===== src/rtl/apb_pkg.sv =====
// Shared APB types and the initiator state encoding.
package apb_pkg;

  localparam int unsigned ApbAddrW = 32;
  localparam int unsigned ApbDataW = 32;
  localparam int unsigned ApbStrbW = ApbDataW / 8;

  typedef logic [ApbAddrW-1:0] apb_addr_t;
  typedef logic [ApbDataW-1:0] apb_data_t;
  typedef logic [ApbStrbW-1:0] strb_t;

  typedef enum logic [1:0] {
    StIdle,
    StSetup,
    StAccess,
    StResp
  } apb_mst_state_e;

  // Reads never carry byte strobes on the bus.
  function automatic strb_t bus_strb(input logic write, input strb_t strb);
    return write ? strb : '0;
  endfunction

endpackage


===== src/rtl/apb_master.sv =====
// APB4 initiator: turns a valid/ready command stream into single SETUP/ACCESS transfers
// and returns one read-data/error response per command, with an optional ACCESS timeout.
module apb_master
  import apb_pkg::*;
#(
  parameter int unsigned TIMEOUT_CYCLES = 256,
  parameter int unsigned CNT_W          = $clog2(TIMEOUT_CYCLES + 1)
) (
  input  logic      pclk_i,
  input  logic      preset_i,
  input  logic      req_valid_i,
  output logic      req_ready_o,
  input  apb_addr_t req_addr_i,
  input  logic      req_write_i,
  input  apb_data_t req_wdata_i,
  input  strb_t     req_strb_i,
  output logic      rsp_valid_o,
  input  logic      rsp_ready_i,
  output apb_data_t rsp_rdata_o,
  output logic      rsp_slverr_o,
  output apb_addr_t paddr_o,
  output logic      psel_o,
  output logic      penable_o,
  output logic      pwrite_o,
  output apb_data_t pwdata_o,
  output strb_t     pstrb_o,
  input  logic      pready_i,
  input  apb_data_t prdata_i,
  input  logic      pslverr_i
);

  // Keep the counter at least one bit wide so TIMEOUT_CYCLES = 0 still elaborates.
  localparam int unsigned CntW = (CNT_W < 1) ? 1 : CNT_W;
  localparam logic [CntW-1:0] CntLast =
      CntW'((TIMEOUT_CYCLES == 0) ? 0 : TIMEOUT_CYCLES - 1);

  apb_mst_state_e  state_q;
  logic [CntW-1:0] cnt_q;
  logic            req_ready_q;
  logic            rsp_valid_q;
  apb_data_t       rsp_rdata_q;
  logic            rsp_slverr_q;
  apb_addr_t       paddr_q;
  logic            psel_q;
  logic            penable_q;
  logic            pwrite_q;
  apb_data_t       pwdata_q;
  strb_t           pstrb_q;
  logic            timeout_hit;

  assign timeout_hit = (TIMEOUT_CYCLES != 0) && (cnt_q == CntLast);

  always_ff @(posedge pclk_i) begin
    if (preset_i) begin
      state_q      <= StIdle;
      cnt_q        <= '0;
      req_ready_q  <= 1'b1;
      rsp_valid_q  <= 1'b0;
      rsp_rdata_q  <= '0;
      rsp_slverr_q <= 1'b0;
      paddr_q      <= '0;
      psel_q       <= 1'b0;
      penable_q    <= 1'b0;
      pwrite_q     <= 1'b0;
      pwdata_q     <= '0;
      pstrb_q      <= '0;
    end else begin
      case (state_q)
        StIdle: begin
          if (req_valid_i) begin
            paddr_q     <= req_addr_i;
            pwrite_q    <= req_write_i;
            pwdata_q    <= req_wdata_i;
            pstrb_q     <= bus_strb(req_write_i, req_strb_i);
            psel_q      <= 1'b1;
            req_ready_q <= 1'b0;
            state_q     <= StSetup;
          end
        end
        StSetup: begin
          penable_q <= 1'b1;
          cnt_q     <= '0;
          state_q   <= StAccess;
        end
        StAccess: begin
          // A ready slave takes priority over a timeout landing on the same cycle.
          if (pready_i) begin
            rsp_rdata_q  <= pwrite_q ? '0 : prdata_i;
            rsp_slverr_q <= pslverr_i;
            psel_q       <= 1'b0;
            penable_q    <= 1'b0;
            rsp_valid_q  <= 1'b1;
            state_q      <= StResp;
          end else if (timeout_hit) begin
            rsp_rdata_q  <= '0;
            rsp_slverr_q <= 1'b1;
            psel_q       <= 1'b0;
            penable_q    <= 1'b0;
            rsp_valid_q  <= 1'b1;
            state_q      <= StResp;
          end else begin
            cnt_q <= cnt_q + CntW'(1);
          end
        end
        StResp: begin
          if (rsp_ready_i) begin
            rsp_valid_q <= 1'b0;
            req_ready_q <= 1'b1;
            state_q     <= StIdle;
          end
        end
        default: begin
          psel_q      <= 1'b0;
          penable_q   <= 1'b0;
          rsp_valid_q <= 1'b0;
          req_ready_q <= 1'b1;
          state_q     <= StIdle;
        end
      endcase
    end
  end

  assign req_ready_o  = req_ready_q;
  assign rsp_valid_o  = rsp_valid_q;
  assign rsp_rdata_o  = rsp_rdata_q;
  assign rsp_slverr_o = rsp_slverr_q;
  assign paddr_o      = paddr_q;
  assign psel_o       = psel_q;
  assign penable_o    = penable_q;
  assign pwrite_o     = pwrite_q;
  assign pwdata_o     = pwdata_q;
  assign pstrb_o      = pstrb_q;

endmodule


===== config.mk =====
export PLATFORM = sky130hd
export DESIGN_NAME = apb_master
export DESIGN_NICKNAME = d
export VERILOG_FILES = /design/src/rtl/apb_pkg.sv /design/src/rtl/apb_master.sv
export SDC_FILE = /design/constraint.sdc
export NUM_CORES = 1
export LEC_CHECK = 0
export BUFFER_PORTS_ARGS = -buffer_cell sky130_fd_sc_hd__buf_2
export CAP_MARGIN = 10
export CORE_UTILIZATION = 38
export DETAILED_ROUTE_END_ITERATION = 7
export PLACE_DENSITY = 0.68
export SYNTH_ARGS = -nofsm -noshare
export SYNTH_HDL_FRONTEND = slang
export SYNTH_SLANG_ARGS = --single-unit

===== constraint.sdc =====
create_clock -name pclk_i -period 4.21 [get_ports pclk_i]
set_input_delay 0.421 -clock pclk_i [delete_from_list [all_inputs] [get_ports pclk_i]]
set_output_delay 0.421 -clock pclk_i [all_outputs]
set_load 0.02 [all_outputs]

### Yosys cells after proc, flatten, opt, wreduce, memory -nomap -nowiden

Cells that the tools add are included.

| cells by class | value |
|---|---|
| eq/ne operators | 9 |
| add/sub/neg operators | 1 |
| reductions and logical operators | 14 |
| muxes and demuxes | 25 |

Operators with widths:

| cell | number |
|---|---|
| 32-bit two-way mux | 3 |
| 9-bit two-way mux | 2 |
| 9-bit case mux with 2 select lines | 1 |
| 3-bit AND reduction | 5 |
| 2-bit nonzero test | 5 |
| 9-bit by 1-bit adder with 9-bit output, second input constant | 1 |
| 9-bit by 8-bit == test with 1-bit output, second input constant | 1 |
| 1-bit two-way mux | 9 |
| 2-bit two-way mux | 4 |
| 2-bit != test, second input constant | 4 |
| 1-bit case mux with 2 select lines | 4 |
| 2-bit case mux with 4 select lines | 1 |
| 2-bit AND reduction | 3 |
| 2-bit == test, second input constant | 2 |
| 4-bit two-way mux | 1 |
| 3-bit != test, second input constant | 1 |
| 2-bit by 1-bit == test with 1-bit output, second input constant | 1 |
| 2-bit logical NOT | 1 |

| storage, ports and cells | value |
|---|---|
| input bits | 107 |
| bits in registers | 117 |

### Longest topological paths before layout

Gate-level depths: netlist (run 1).

| depth | value |
|---|---|
| word-level depth | 4 |
| mapped depth | 8 |
| gate-level depth less buffers | 7 |

### Least setup slack after synthesis (run 1)

No wires, ideal clock.

| path | value |
|---|---|
| path type | reg2reg |
| start point | register cnt_q[0] |
| end point | register cnt_q[3] |
| period minus slack after synthesis | 1.878 ns |
| path slack | 2.332 ns |
| path buffers | 1 |
| arrival time | 1.806 ns |
| required time | 4.138 ns |
| stages on the path, launching flop included | 9 |
| path through | dfxtp_1 ha_1 nand3_1 nor2_1 ha_1 or3b_4 clkbuf_1 a21oi_1 mux2i_1 |

| between the ends | value |
|---|---|
| longest elaborated chain between the ends | 4 |
| elaborated cells on any way between the ends | 7 |
| classes of those cells | 1 x add/sub; 2 x eq/ne; 3 x mux; 1 x reduce/logical |

RTL lines:

| element | line | text |
|---|---|---|
| start: declaration | apb_master.sv:38 | `logic [CntW-1:0] cnt_q;` |
| start signal: assignment | apb_master.sv:102 | `cnt_q <= cnt_q + CntW'(1);` |
| 9-bit by 1-bit adder with 9-bit output | apb_master.sv:102 |  |
| 9-bit two-way mux | apb_master.sv:94 | `end else if (timeout_hit) begin` |
| 9-bit two-way mux | apb_master.sv:87 | `if (pready_i) begin` |
| 9-bit case mux with 2 select lines | apb_master.sv:68 | `case (state_q)` |

Parallel ways exist; a longest one is shown, timed or not. The select of a mux whose other input is x is not followed.
A chain may end at the register's enable or synchronous reset.

### Worst setup path after layout (run 1)

| path | value |
|---|---|
| start point | register state_q[0] |
| end point | register rsp_rdata_q[22], in the netlist rsp_rdata_o[22] |

| between the ends | value |
|---|---|
| longest elaborated chain between the ends | 2 |

RTL lines:

| element | line | text |
|---|---|---|
| start: declaration | apb_master.sv:37 | `apb_mst_state_e state_q;` |
| start signal: assignment | apb_master.sv:55 | `state_q <= StIdle;` |
| start signal: assignment | apb_master.sv:77 | `state_q <= StSetup;` |
| start signal: assignment | apb_master.sv:83 | `state_q <= StAccess;` |
| 2-bit == test | apb_master.sv:68 |  |
| 2-bit AND reduction (no line) | -- |  |
| end signal: assignment | apb_master.sv:88 | `rsp_rdata_q <= pwrite_q ? '0 : prdata_i;` |
| end: declaration | apb_master.sv:41 | `apb_data_t rsp_rdata_q;` |

Every way passes these cells.

==> impl_summary.txt, run 1 <==
----------------------------------------------------
[Detailed routing]
  Pre-Repair DR Iteration Count ... 4
  Total length of routed met3 wires ... ~640 um
  Iteration-0 DRC Markers ... about 290
  Via density per instance ... roughly 5.0
  Via count of the routed design ... 4267
  Highest metal layer used by the detailed router ... met4
  Final wirelength ... about 12 mm
  Metal-1 WL ... ~4.8 mm
  Remaining DRCs ... 0
  Count of antenna-violating nets left after detailed routing ... 0
  Average routed wire per standard cell ... 13.7 um
  Total met2 wirelength after detailed routing ... 6.11 mm

[Worst setup path]
  Ordered cell list for the critical path ... inv_1, ha_1, and3b_1, a22oi_1, nor2_1
  Setup Crit Path Kind ... reg -> reg
  Crit path max-delay family ... simple AND/OR/NAND/NOR gates
  Crit-path max cell delay ... around 1 ns
  Crit path required time ... roughly 4.6 ns
  Slowest library cell on the worst path ... and3b_1
  Startpoint class of the critical path ... register
  Buffer and inverter count on the worst path ... 1
  Data arrival at the endpoint of the critical path ... around 2.6 ns
  Peak fanout along the critical path ... 32
  Critical path capture point type ... register

[Logic synthesis]
  Post-Synthesis Cell Area ... 4290 um^2
  Synth unique cells ... 33
  Synth Net Count ... approximately 630
  Post-synth top area share ... 0.546
  Post-synth EDFFs ... 0
  Cell accounting for the most synthesized area ... dfxtp_1
  Post-Synthesis Mean Instance Area ... around 8.4 um^2
  Number of synthesized register bits ... ~120
  Gate count after technology mapping ... approximately 510
  Ys flop type ... dfxtp_1
  Share of synthesized registers carrying an async set or reset ... 0
  Cell types occupying the most area after synthesis ... dfxtp_1 55%, nand2_1 12%, a21oi_1 9.4%
  Yosys warnings ... 0
  Part of the Yosys area used for sequential elements ... 0.546

[Timing]
  Unrepaired setup endpoints after global routing ... no
  Count of final hold-check violations ... 0
  Tcrit/Tclk final ... 0.538
  Slew at the pin closest to its max-slew limit ... between 1 and 1.5 ns
  Final TNS setup ... 0 ns
  Number of max-slew violations in the final report ... 0
  Minimum clock period after layout ... ~2.3 ns
  Highest Clock Rate ... approximately 440 MHz
  Max Clock Skew ... just over 0.008 ns
  Number of setup violations in the final report ... 0
  Slew headroom ... 0.199

[Clock network]
  # H-tree levels ... 4
  CTS hold repair buffers ... 0
  TritonCTS clock tree ... done
  Max Root-Sink Buffers ... 2
  Clock sink count ... about 120
  Clock latency of the later-clocked register in the worst-skew pair ... 0.41 ns
  Cts repair resizes ... 0
  Number of post-CTS setup repair buffers ... 0
  Root buf cell ... clkbuf_16
  Clock buffer count from CTS ... 17
  Clock input transition at the sequential cells of the worst setup and hold paths ... around 0.050 ns

[Cells and area]
  Multi-input combinational cell area ... roughly 1800 um^2
  Utilization after layout ... 0.551
  Signed area change from the synthesized netlist to the final layout ... 40.5%
  Total Nets Final ... 821
  # fillers ... around 1000
  Number of antenna cells inserted ... 0
  Share of final-layout standard cells stronger than drive strength 1 ... 0.353
  Most common library cell in the layout ignoring fill and taps ... buf_2
  Seq. cell area ... between 2000 and 2500 um^2
  Commonest non-fill, non-tap cells in the layout ... 211 x buf_2, 139 x nand2_1, 117 x dfxtp_1, 81 x a21oi_1, 35 x nor2_1

[Placed design]
  Weighted congestion at the end of routability-driven global placement ... between 0.7 and 0.8
  Total of buffers placed on input and output ports ... between 200 and 250
  Placed wire-length estimate ... ~8 mm

[Global route]
  Via count of the first global-routing pass ... 4040
  Antenna violations before repair ... 0
  Global-route total usage across every layer ... 0.204
  Global-route wire length before repair ... approximately 19 mm
  Overflow left after global routing ... 0
  Pin count of the biggest net entering global routing ... 72

[Floorplanning]
  Die Area ... approximately 12000 um^2
  Number of rows created at floorplan ... 38
  Die extent in y ... 108 um
  Number of ports placed on the die boundary ... approximately 210
  Core ar. ... 10900 um^2
  Overall die width ... ~110 um
  Starting density of the core ... 0.392

[Min path]
  Class of the worst hold path ... in -> reg

[Power and ir drop]
  Peak supply drop ... roughly 0.32 mV
  Leakage power summed over all cells ... 2.77 nW
  Pwr dens ... approximately 640 nW/um^2

[Run]
  Number of max-capacitance violations reported ... 0

[Status]
  Status ... completed

----------------------------------------------------
## metrics by stage
step | instance area (um^2) | instances | power (mW) | worst slack (ns) | hold WS, ns
3_5_place_dp | 5400 | 827 | 2.42 | 1.87 | 0.443
4_1_cts | 6010 | 859 | 3.88 | 1.82 | 0.229
3_3_place_gp | 5400 | 827 | 2.38 | 2.01 | 0.438
2_1_floorplan | 4290 | 511 | 2.09 | 2.33 | 0.448
6_report | 6030 | 860 | 3.85 | 1.95 | 0.248
5_1_grt | 6030 | 860 | 4.06 | 1.75 | 0.241
## cell usage after synthesis, types with 2 or more instances
library cell	n
a211oi_1	3
a21oi_1	81
a22oi_1	32
a311oi_1	2
a31oi_1	2
buf_2	4
clkbuf_1	34
dfxtp_1	117
ha_1	7
inv_1	4
mux2i_1	4
nand2_1	140
nand2b_1	6
nand3_1	12
nand3b_1	4
nand4_1	2
nor2_1	35
nor2b_1	2
nor3_1	2
o21ai_0	2
or3b_2	4
## kinds of logic after synthesis
family                     Yosys count  share of synthesized area
AOI/OAI and AO/OA                  127                      0.173
adders and majority gates            7                     0.0204
buffers and inverters               43                     0.0397
DFF                                117                      0.546
muxes                                4                    0.00933
and+or+nand+nor                    213                      0.211
## layout make-up
type / count / share of cell area
Tap cell: 140 / 0.0291
Clock buffer: 26 / 0.0861
Sequential cell: 117 / 0.389
Clock inverter: 6 / 0.0149
Timing Repair Buffer: 216 / 0.183
Inverter: 4 / 0.00249
Multi-Input combinational cell: 351 / 0.296
## report_power, final
part           switching, mW  internal, mW
sequential            0.0847          1.28
combinational          0.694         0.347
clock                  0.485         0.966
total                   1.26          2.59
## tightest hold or removal path: cells and delay by family
family / cells / cell delay (ns)
and+or+nand+nor: 1 / 0.04
AOI/OAI and AO/OA: 1 / 0.05
buffers and inverters: 1 / 0.09
## metal layers
metal / track usage / up-vias
li1: - / 2125
met1: 0.226 / 1990
met2: 0.351 / 127
met3: 0.0705 / 25
met4: 0.0898 / 0
met5: 0 / -
## path summary, 6_finish.rpt
check | slack (ns) | cells after the start | to | start
setup / recovery | 1.95 | 5 | rsp_rdata_o[22] | state_q[0]
hold / removal | 0.25 | 3 | pwdata_o[1] | req_wdata_i[1]
setup reg to reg | 1.95 | 5 | rsp_rdata_o[22] | state_q[0]
hold reg to reg | 0.45 | 2 | paddr_o[15] | paddr_o[15]
## state kept, by name (all words and copies together), names as in the netlist
register / count
pstrb_o: 4
psel_o: 1
pwdata_o: 32
rsp_slverr_o: 1
penable_o: 1
state_q: 2
cnt_q: 9
rsp_rdata_o: 32
paddr_o: 32
req_ready_o: 1
rsp_valid_o: 1
pwrite_o: 1
(Power assumes the default switching activity.)
==> run 2, diff against run 1 <==
Clock period 4.21 ns to 2.35 ns, I/O delays scaled along.
==> run 2 against run 1 <==
Effect of this change:
- setup slack lost 1.7 ns
- non-clock buffer count unchanged
- sequential share of layout area is 0.26 points higher
- clock power grew 58%
- cell area down 0.66%
- core utilization shrank 0.37 points
- global-route usage decreased by 0.48 points
- total power up 73%
- via count is 0.91% lower
- clock-buffer cell count shrank 1
- worst hold slack got worse by 0.19 ns
- die area did not move
- critical endpoint is now cnt_q[6]
- largest power group is now registers
- highest routed layer unchanged
==> impl_summary.txt, run 2 (synthesis gave the netlist of run 1 again) <==
----------------------------------------------------
[Worst setup path]
  Data arrival at the endpoint of the critical path ... 2.45 ns (-0.15 ns)
  Peak fanout along the critical path ... 13 (-59%)
  Buffer and inverter count on the worst path ... 0 (-1)
  Startpoint class of the critical path ... register
  Crit path max-delay family ... simple AND/OR/NAND/NOR gates
  Critical path capture point type ... register
  Cell mode on critical path ... ha_1
  Crit path required time ... 2.69 ns (-1.86 ns)
  Crit-path max cell delay ... 0.49 ns (-0.53 ns)
  Setup Crit Path Kind ... reg -> reg
  Slowest library cell on the worst path ... or3b_4
  Ordered cell list for the critical path ... ha_1, nand3_1, nor2_1, ha_1, or3b_4, or4_1, a31oi_1

[Global route]
  Pin count of the biggest net entering global routing ... 75 (+4.2%)
  Antenna violations before repair ... 0 (unchanged)
  Global-route wire length before repair ... 18.0 mm (-3.3%)
  Overflow left after global routing ... 0 (unchanged)
  Via count of the first global-routing pass ... 3904 (-3.4%)
  Global-route total usage across every layer ... 0.199 (-0.00477)

[Clock network]
  Number of post-CTS setup repair buffers ... 0 (unchanged)
  Max Root-Sink Buffers ... 2 (unchanged)
  CTS hold repair buffers ... 0 (unchanged)
  # H-tree levels ... 4 (unchanged)
  Clock buffer count from CTS ... 17 (unchanged)
  Clock input transition at the sequential cells of the worst setup and hold paths ... 0.05 ns (about the same)
  Root buf cell ... clkbuf_16
  Clock sink count ... 117 (unchanged)
  Cts repair resizes ... 1 (+1)
  Clock latency of the later-clocked register in the worst-skew pair ... 0.41 ns (about the same)
  TritonCTS clock tree ... done

[Detailed routing]
  Iteration-0 DRC Markers ... 273 (-4.2%)
  Via density per instance ... 4.93 (-0.68%)
  Average routed wire per standard cell ... 13.6 um (-0.72%)
  Remaining DRCs ... 0 (unchanged)
  Pre-Repair DR Iteration Count ... 5 (+1)
  Via count of the routed design ... 4228 (-0.91%)
  Final wirelength ... 11.7 mm (-0.95%)
  Count of antenna-violating nets left after detailed routing ... 0 (unchanged)

[Power and ir drop]
  Pwr dens ... 1110 nW/um^2 (+74%)
  Sequential Power Share ... 0.366 (+0.013)
  Total Power ... 6.66 mW (+73%)
  Switch Pwr ... 2.24 mW (+77%)
  Gate power share ... 0.291 (+0.021)
  Cell-internal power ... 4.42 mW (+71%)
  Sw Share ... 0.336 (+0.00774)
  Leakage power summed over all cells ... 2.74 nW (-1.1%)
  Peak supply drop ... 0.680 mV (+110%)
  Share of total power in the clock network ... 0.344 (-0.033)

[Cells and area]
  Number of antenna cells inserted ... 0 (unchanged)
  Total Nets Final ... 821 (unchanged)
  Share of final-layout standard cells stronger than drive strength 1 ... 0.347 (-0.00598)
  Signed area change from the synthesized netlist to the final layout ... 39.6%
  Utilization after layout ... 0.548 (-0.00366)
  Final design area excluding fillers ... 5990 um^2 (-0.66%)
  Commonest non-fill, non-tap cells in the layout ... 211 x buf_2, 139 x nand2_1, 117 x dfxtp_1, 81 x a21oi_1, 35 x nor2_1
  Most common library cell in the layout ignoring fill and taps ... buf_2

[Floorplanning]
  Overall die width ... 108 um (unchanged)
  Starting density of the core ... 0.392 (unchanged)
  Number of ports placed on the die boundary ... 213 (unchanged)
  Die extent in y ... 108 um (unchanged)
  Number of rows created at floorplan ... 38 (unchanged)
  Core ar. ... 10900 um^2 (unchanged)
  Die Area ... 11700 um^2 (unchanged)

[Timing]
  Minimum clock period after layout ... 2.12 ns (-0.149 ns)
  Max Clock Skew ... 0.0119 ns (+0.00361 ns)
  Tcrit/Tclk final ... 0.900 (+0.362)
  Highest Clock Rate ... 473 MHz (+7.0%)
  Slew headroom ... 0.462 (+0.263)
  Slew at the pin closest to its max-slew limit ... 0.804 ns (-0.397 ns)
  Number of max-slew violations in the final report ... 0 (unchanged)
  Unrepaired setup endpoints after global routing ... no
  Count of final hold-check violations ... 0 (unchanged)
  Number of setup violations in the final report ... 0 (unchanged)
  Final TNS setup ... 0 ns (unchanged)
  Fin worst setup slack ... 0.235 ns (-1.71 ns)

[Min path]
  Class of the worst hold path ... in -> reg

[Placed design]
  Placed wire-length estimate ... 8.02 mm (+0.13%)
  Cell Area, Placed ... 5460 um^2 (+1.1%)
  Weighted congestion at the end of routability-driven global placement ... 0.763 (-1.3%)
  Total of buffers placed on input and output ports ... 212 (unchanged)
  Worst-case setup slack after placement ... 0.00824 ns (-1.86 ns)

[Run]
  Number of max-capacitance violations reported ... 0 (unchanged)

[Status]
  Status ... completed

----------------------------------------------------
run 2: tightest hold or removal path: stages:
cell,delay (ns)
buf_2,0.09
nand2_1,0.04
a21oi_1,0.05
run 2: worst paths after layout:
kind | start | end | slack [ns] | cells after the start
worst max register to register | cnt_q[0] | cnt_q[6] | 0.23 | 7
worst min register to register | pwdata_o[19] | pwdata_o[19] | 0.45 | 2
worst min-delay path | req_addr_i[27] | paddr_o[27] | 0.06 | 3
worst max-delay path | cnt_q[0] | cnt_q[6] | 0.23 | 7
run 2: metrics by stage:
stage                     hold slack [ns]  std cells
after detailed placement            0.445        828
after CTS                          0.0398        858
after global routing               0.0391        858
after global placement              0.438        828
after floorplan                     0.351        511
final                              0.0621        858
run 2: power groups by stage:
| stage | Clock (mW) | Combinational, mW | Sequential (mW) |
|---|---|---|---|
| final | 2.29 | 1.93 | 2.44 |
| after floorplan | 0 | 0.949 | 2.80 |
| after global placement | 0 | 1.88 | 2.46 |
| after CTS | 2.33 | 1.95 | 2.44 |
| after detailed placement | 0 | 1.94 | 2.47 |
| after global routing | 2.44 | 2.13 | 2.47 |
run 2: layout make-up:
type	count	area (um^2)
clock buffers	25	465
repair buffers	216	1140
flip-flops and latches	117	2340
inverters	4	15.0
clock inverters	5	52.6
fillers	1023	4950
well taps	140	175
multi-input cells	351	1790
run 2: metal layers:
layer	vias to the layer above	track usage	wire (um)
li1	2114	-	-
met5	-	0	0
met3	27	0.0741	639
met1	1954	0.226	4790
met2	133	0.329	5950
met4	0	0.0975	304
==> run 3, diff against run 2 <==
Settings changed: ABC_AREA set to 1.
Clock period 2.35 ns to 2.4 ns, I/O delays scaled along.
==> run 3 against run 2 <==
Effect of this change:
- clock power is essentially flat
- first-iteration DRC count up 27%
- clock skew fell by 0.0037 ns
- register-to-register slack better by 0.25 ns
- sequential share of layout area down 0.17 points
- sequential power up 5%
- synthesized cell count rose by 11%
- die area rose by 1.5%
- maximum frequency grew 11%
- largest power group unchanged
==> impl_summary.txt, run 3 <==
----------------------------------------------------
[Status]
  Status ... completed

[Logic synthesis]
  Number of synthesized register bits ... 117 (unchanged)
  Yosys warnings ... 0 (unchanged)
  Adder and majority cell fraction of the synthesized area ... 0.0201 (-0.000316)
  Multiplexer share of the synthesized area ... 0 (-0.00933)
  Part of the Yosys area used for sequential elements ... 0.537 (-0.00846)
  Compound-gate portion of the synthesized area ... 0.147 (-0.0262)
  Share of the synthesized netlist area taken by xor and xnor gates ... 0 (unchanged)
  Combinational family with the most area after synthesis ... simple AND/OR/NAND/NOR gates
  Ys flop type ... dfxtp_1
  Synth unique cells ... 22 (-33%)
  Cell with the most instances after synthesis ... nor2_1
  List of most frequent post-synthesis cells ... 152 x nor2_1, 117 x dfxtp_1, 100 x nand2_1
  Simple-gate share of the synthesized area ... 0.241 (+0.0292)
  Share of synthesized registers carrying an async set or reset ... 0 (unchanged)
  Post-synth EDFFs ... 0 (unchanged)
  Cell accounting for the most synthesized area ... dfxtp_1
  Post-Synthesis Mean Instance Area ... 7.70 um^2 (-8.3%)
  Gate count after technology mapping ... 566 (+11%)
  Post-Synthesis Cell Area ... 4360 um^2 (+1.6%)
  Post-synth top area share ... 0.537 (-0.00846)
  Cell types occupying the most area after synthesis ... dfxtp_1 54%, nor2_1 13%, nand2_1 8.6%
  Synth Net Count ... 680 (+8.8%)

[Min path]
  Class of the worst hold path ... in -> reg

[Detailed routing]
  Via density per instance ... 4.64 (-5.8%)
  Pre-Repair DR Iteration Count ... 5 (unchanged)
  Average routed wire per standard cell ... 12.0 um (-12%)
  Final wirelength ... 11.1 mm (-5.3%)
  Remaining DRCs ... 0 (unchanged)
  Via count of the routed design ... 4282 (+1.3%)
  Count of antenna-violating nets left after detailed routing ... 0 (unchanged)
  Iteration-0 DRC Markers ... 347 (+27%)

[Cells and area]
  Total Nets Final ... 883 (+7.6%)
  Seq. cell area ... 2340 um^2 (unchanged)
  Signed area change from the synthesized netlist to the final layout ... 38.0%
  Number of antenna cells inserted ... 0 (unchanged)
  Share of final-layout standard cells stronger than drive strength 1 ... 0.326 (-0.0207)
  Multi-input combinational cell area ... 1780 um^2 (-0.98%)
  # fillers ... 1047 (+2.3%)
  Commonest non-fill, non-tap cells in the layout ... 212 x buf_2, 152 x nor2_1, 117 x dfxtp_1, 100 x nand2_1, 69 x o21ai_0
  Most common library cell in the layout ignoring fill and taps ... buf_2

[Global route]
  Antenna violations before repair ... 0 (unchanged)
  Global-route wire length before repair ... 17.4 mm (-3.5%)
  Global-route total usage across every layer ... 0.191 (-0.00816)
  Pin count of the biggest net entering global routing ... 72 (-4.0%)
  Via count of the first global-routing pass ... 3894 (-0.26%)
  Overflow left after global routing ... 0 (unchanged)

[Worst setup path]
  Setup Crit Path Kind ... reg -> reg
  Peak fanout along the critical path ... 33 (+20)
  Startpoint class of the critical path ... register
  Crit path required time ... 2.69 ns (about the same)
  Data arrival at the endpoint of the critical path ... 2.20 ns (-0.25 ns)
  Critical path capture point type ... register

[Placed design]
  Placed wire-length estimate ... 7.58 mm (-5.5%)
  Weighted congestion at the end of routability-driven global placement ... 0.834 (+9.3%)
  Total of buffers placed on input and output ports ... 212 (unchanged)

[Clock network]
  Number of post-CTS setup repair buffers ... 0 (unchanged)
  TritonCTS clock tree ... done
  Max Root-Sink Buffers ... 2 (unchanged)
  Cts repair resizes ... 0 (-1)
  Root buf cell ... clkbuf_16
  Clock input transition at the sequential cells of the worst setup and hold paths ... 0.05 ns (about the same)
  Clock latency of the later-clocked register in the worst-skew pair ... 0.41 ns (about the same)
  Clock buffer count from CTS ... 17 (unchanged)
  # H-tree levels ... 4 (unchanged)
  CTS hold repair buffers ... 0 (unchanged)
  Clock sink count ... 117 (unchanged)

[Power and ir drop]
  Total Power ... 6.98 mW (+4.8%)
  Pwr dens ... 1160 nW/um^2 (+4.3%)
  Peak supply drop ... 0.606 mV (-11%)
  Leakage power summed over all cells ... 2.89 nW (+5.5%)

[Timing]
  Unrepaired setup endpoints after global routing ... no
  Highest Clock Rate ... 523 MHz (+11%)
  Slew headroom ... 0.280 (-0.182)
  Number of max-slew violations in the final report ... 0 (unchanged)
  Max Clock Skew ... 0.00816 ns (-0.00370 ns)
  WHS ... 0.0829 ns (+0.0208 ns)
  Final TNS setup ... 0 ns (unchanged)
  Minimum clock period after layout ... 1.91 ns (-0.204 ns)
  Tcrit/Tclk final ... 0.796 (-0.104)
  Number of setup violations in the final report ... 0 (unchanged)
  Slew at the pin closest to its max-slew limit ... 1.08 ns (+0.276 ns)
  Count of final hold-check violations ... 0 (unchanged)

[Floorplanning]
  Core ar. ... 11000 um^2 (+0.43%)
  Die Area ... 11900 um^2 (+1.5%)
  Number of rows created at floorplan ... 38 (unchanged)
  Number of ports placed on the die boundary ... 213 (unchanged)
  Die extent in y ... 109 um (+0.77%)
  Starting density of the core ... 0.397 (+0.00445)
  Overall die width ... 109 um (+0.77%)

[Run]
  Number of max-capacitance violations reported ... 0 (unchanged)

----------------------------------------------------
==> run 3: worst paths after layout <==
| check | start | endpoint | slack, ns | depth (start not counted) |
|---|---|---|---|---|
| setup reg to reg | cnt_q[0] | rsp_valid_o | 0.49 | 13 |
| hold reg to reg | rsp_rdata_o[27] | rsp_rdata_o[27] | 0.46 | 2 |
| hold / removal | req_addr_i[18] | paddr_o[18] | 0.08 | 3 |
| setup / recovery | cnt_q[0] | rsp_valid_o | 0.49 | 13 |
==> run 3: worst max-delay path: stages (launching register included) <==
cell and delay (ns):
dfxtp_1 0.33, ha_1 0.23, nand2_1 0.11, inv_1 0.05
nand2_1 0.07, nor2_1 0.04, ha_1 0.18, inv_1 0.05
nand2_1 0.08, nand2_1 0.07, buf_4 0.31, nor2_1 0.06
o21ai_0 0.14, nor2_1 0.05
==> run 3: per-layer routing <==
metal,global-route usage,vias up,routed length [um]
met3,0.0795,21,1140
met2,0.318,188,4990
met1,0.207,1856,4730
met5,0,-,0
li1,-,2217,-
met4,0.0965,0,209
==> run 3: cell families (layout without fill, tap and decap cells) <==
kind of cell,after synthesis,after routing
AND/OR/NAND/NOR,269,269
AO/OA/AOI/OAI,121,121
buffers and inverters,52,268
flip-flops,117,117
adder cells (fa/ha/maj),7,7
==> run 3: layout make-up <==
cell class              instances  area share
clock buffers                  28      0.0826
clock inverters                 4     0.00749
inverters                      20      0.0125
multi-input cells             397       0.295
flip-flops and latches        117       0.389
well taps                     140      0.0291
repair buffers                216       0.183
==> run 3: metrics by stage <==
step / std cells / area (um^2) / worst slack (ns) / util
after global routing: 922 / 6010 / 0.232 / 0.548
after CTS: 922 / 6010 / 0.481 / 0.548
after floorplan: 566 / 4360 / 0.788 / -
after detailed placement: 890 / 5470 / 0.490 / 0.498
after global placement: 890 / 5470 / 0.541 / 0.498
final: 922 / 6010 / 0.489 / 0.548
==> run 3: power breakdown <==
part	switching [mW]	internal, mW	total, mW
clock	0.804	1.50	2.30
combinational	1.41	0.696	2.10
sequential	0.211	2.36	2.57
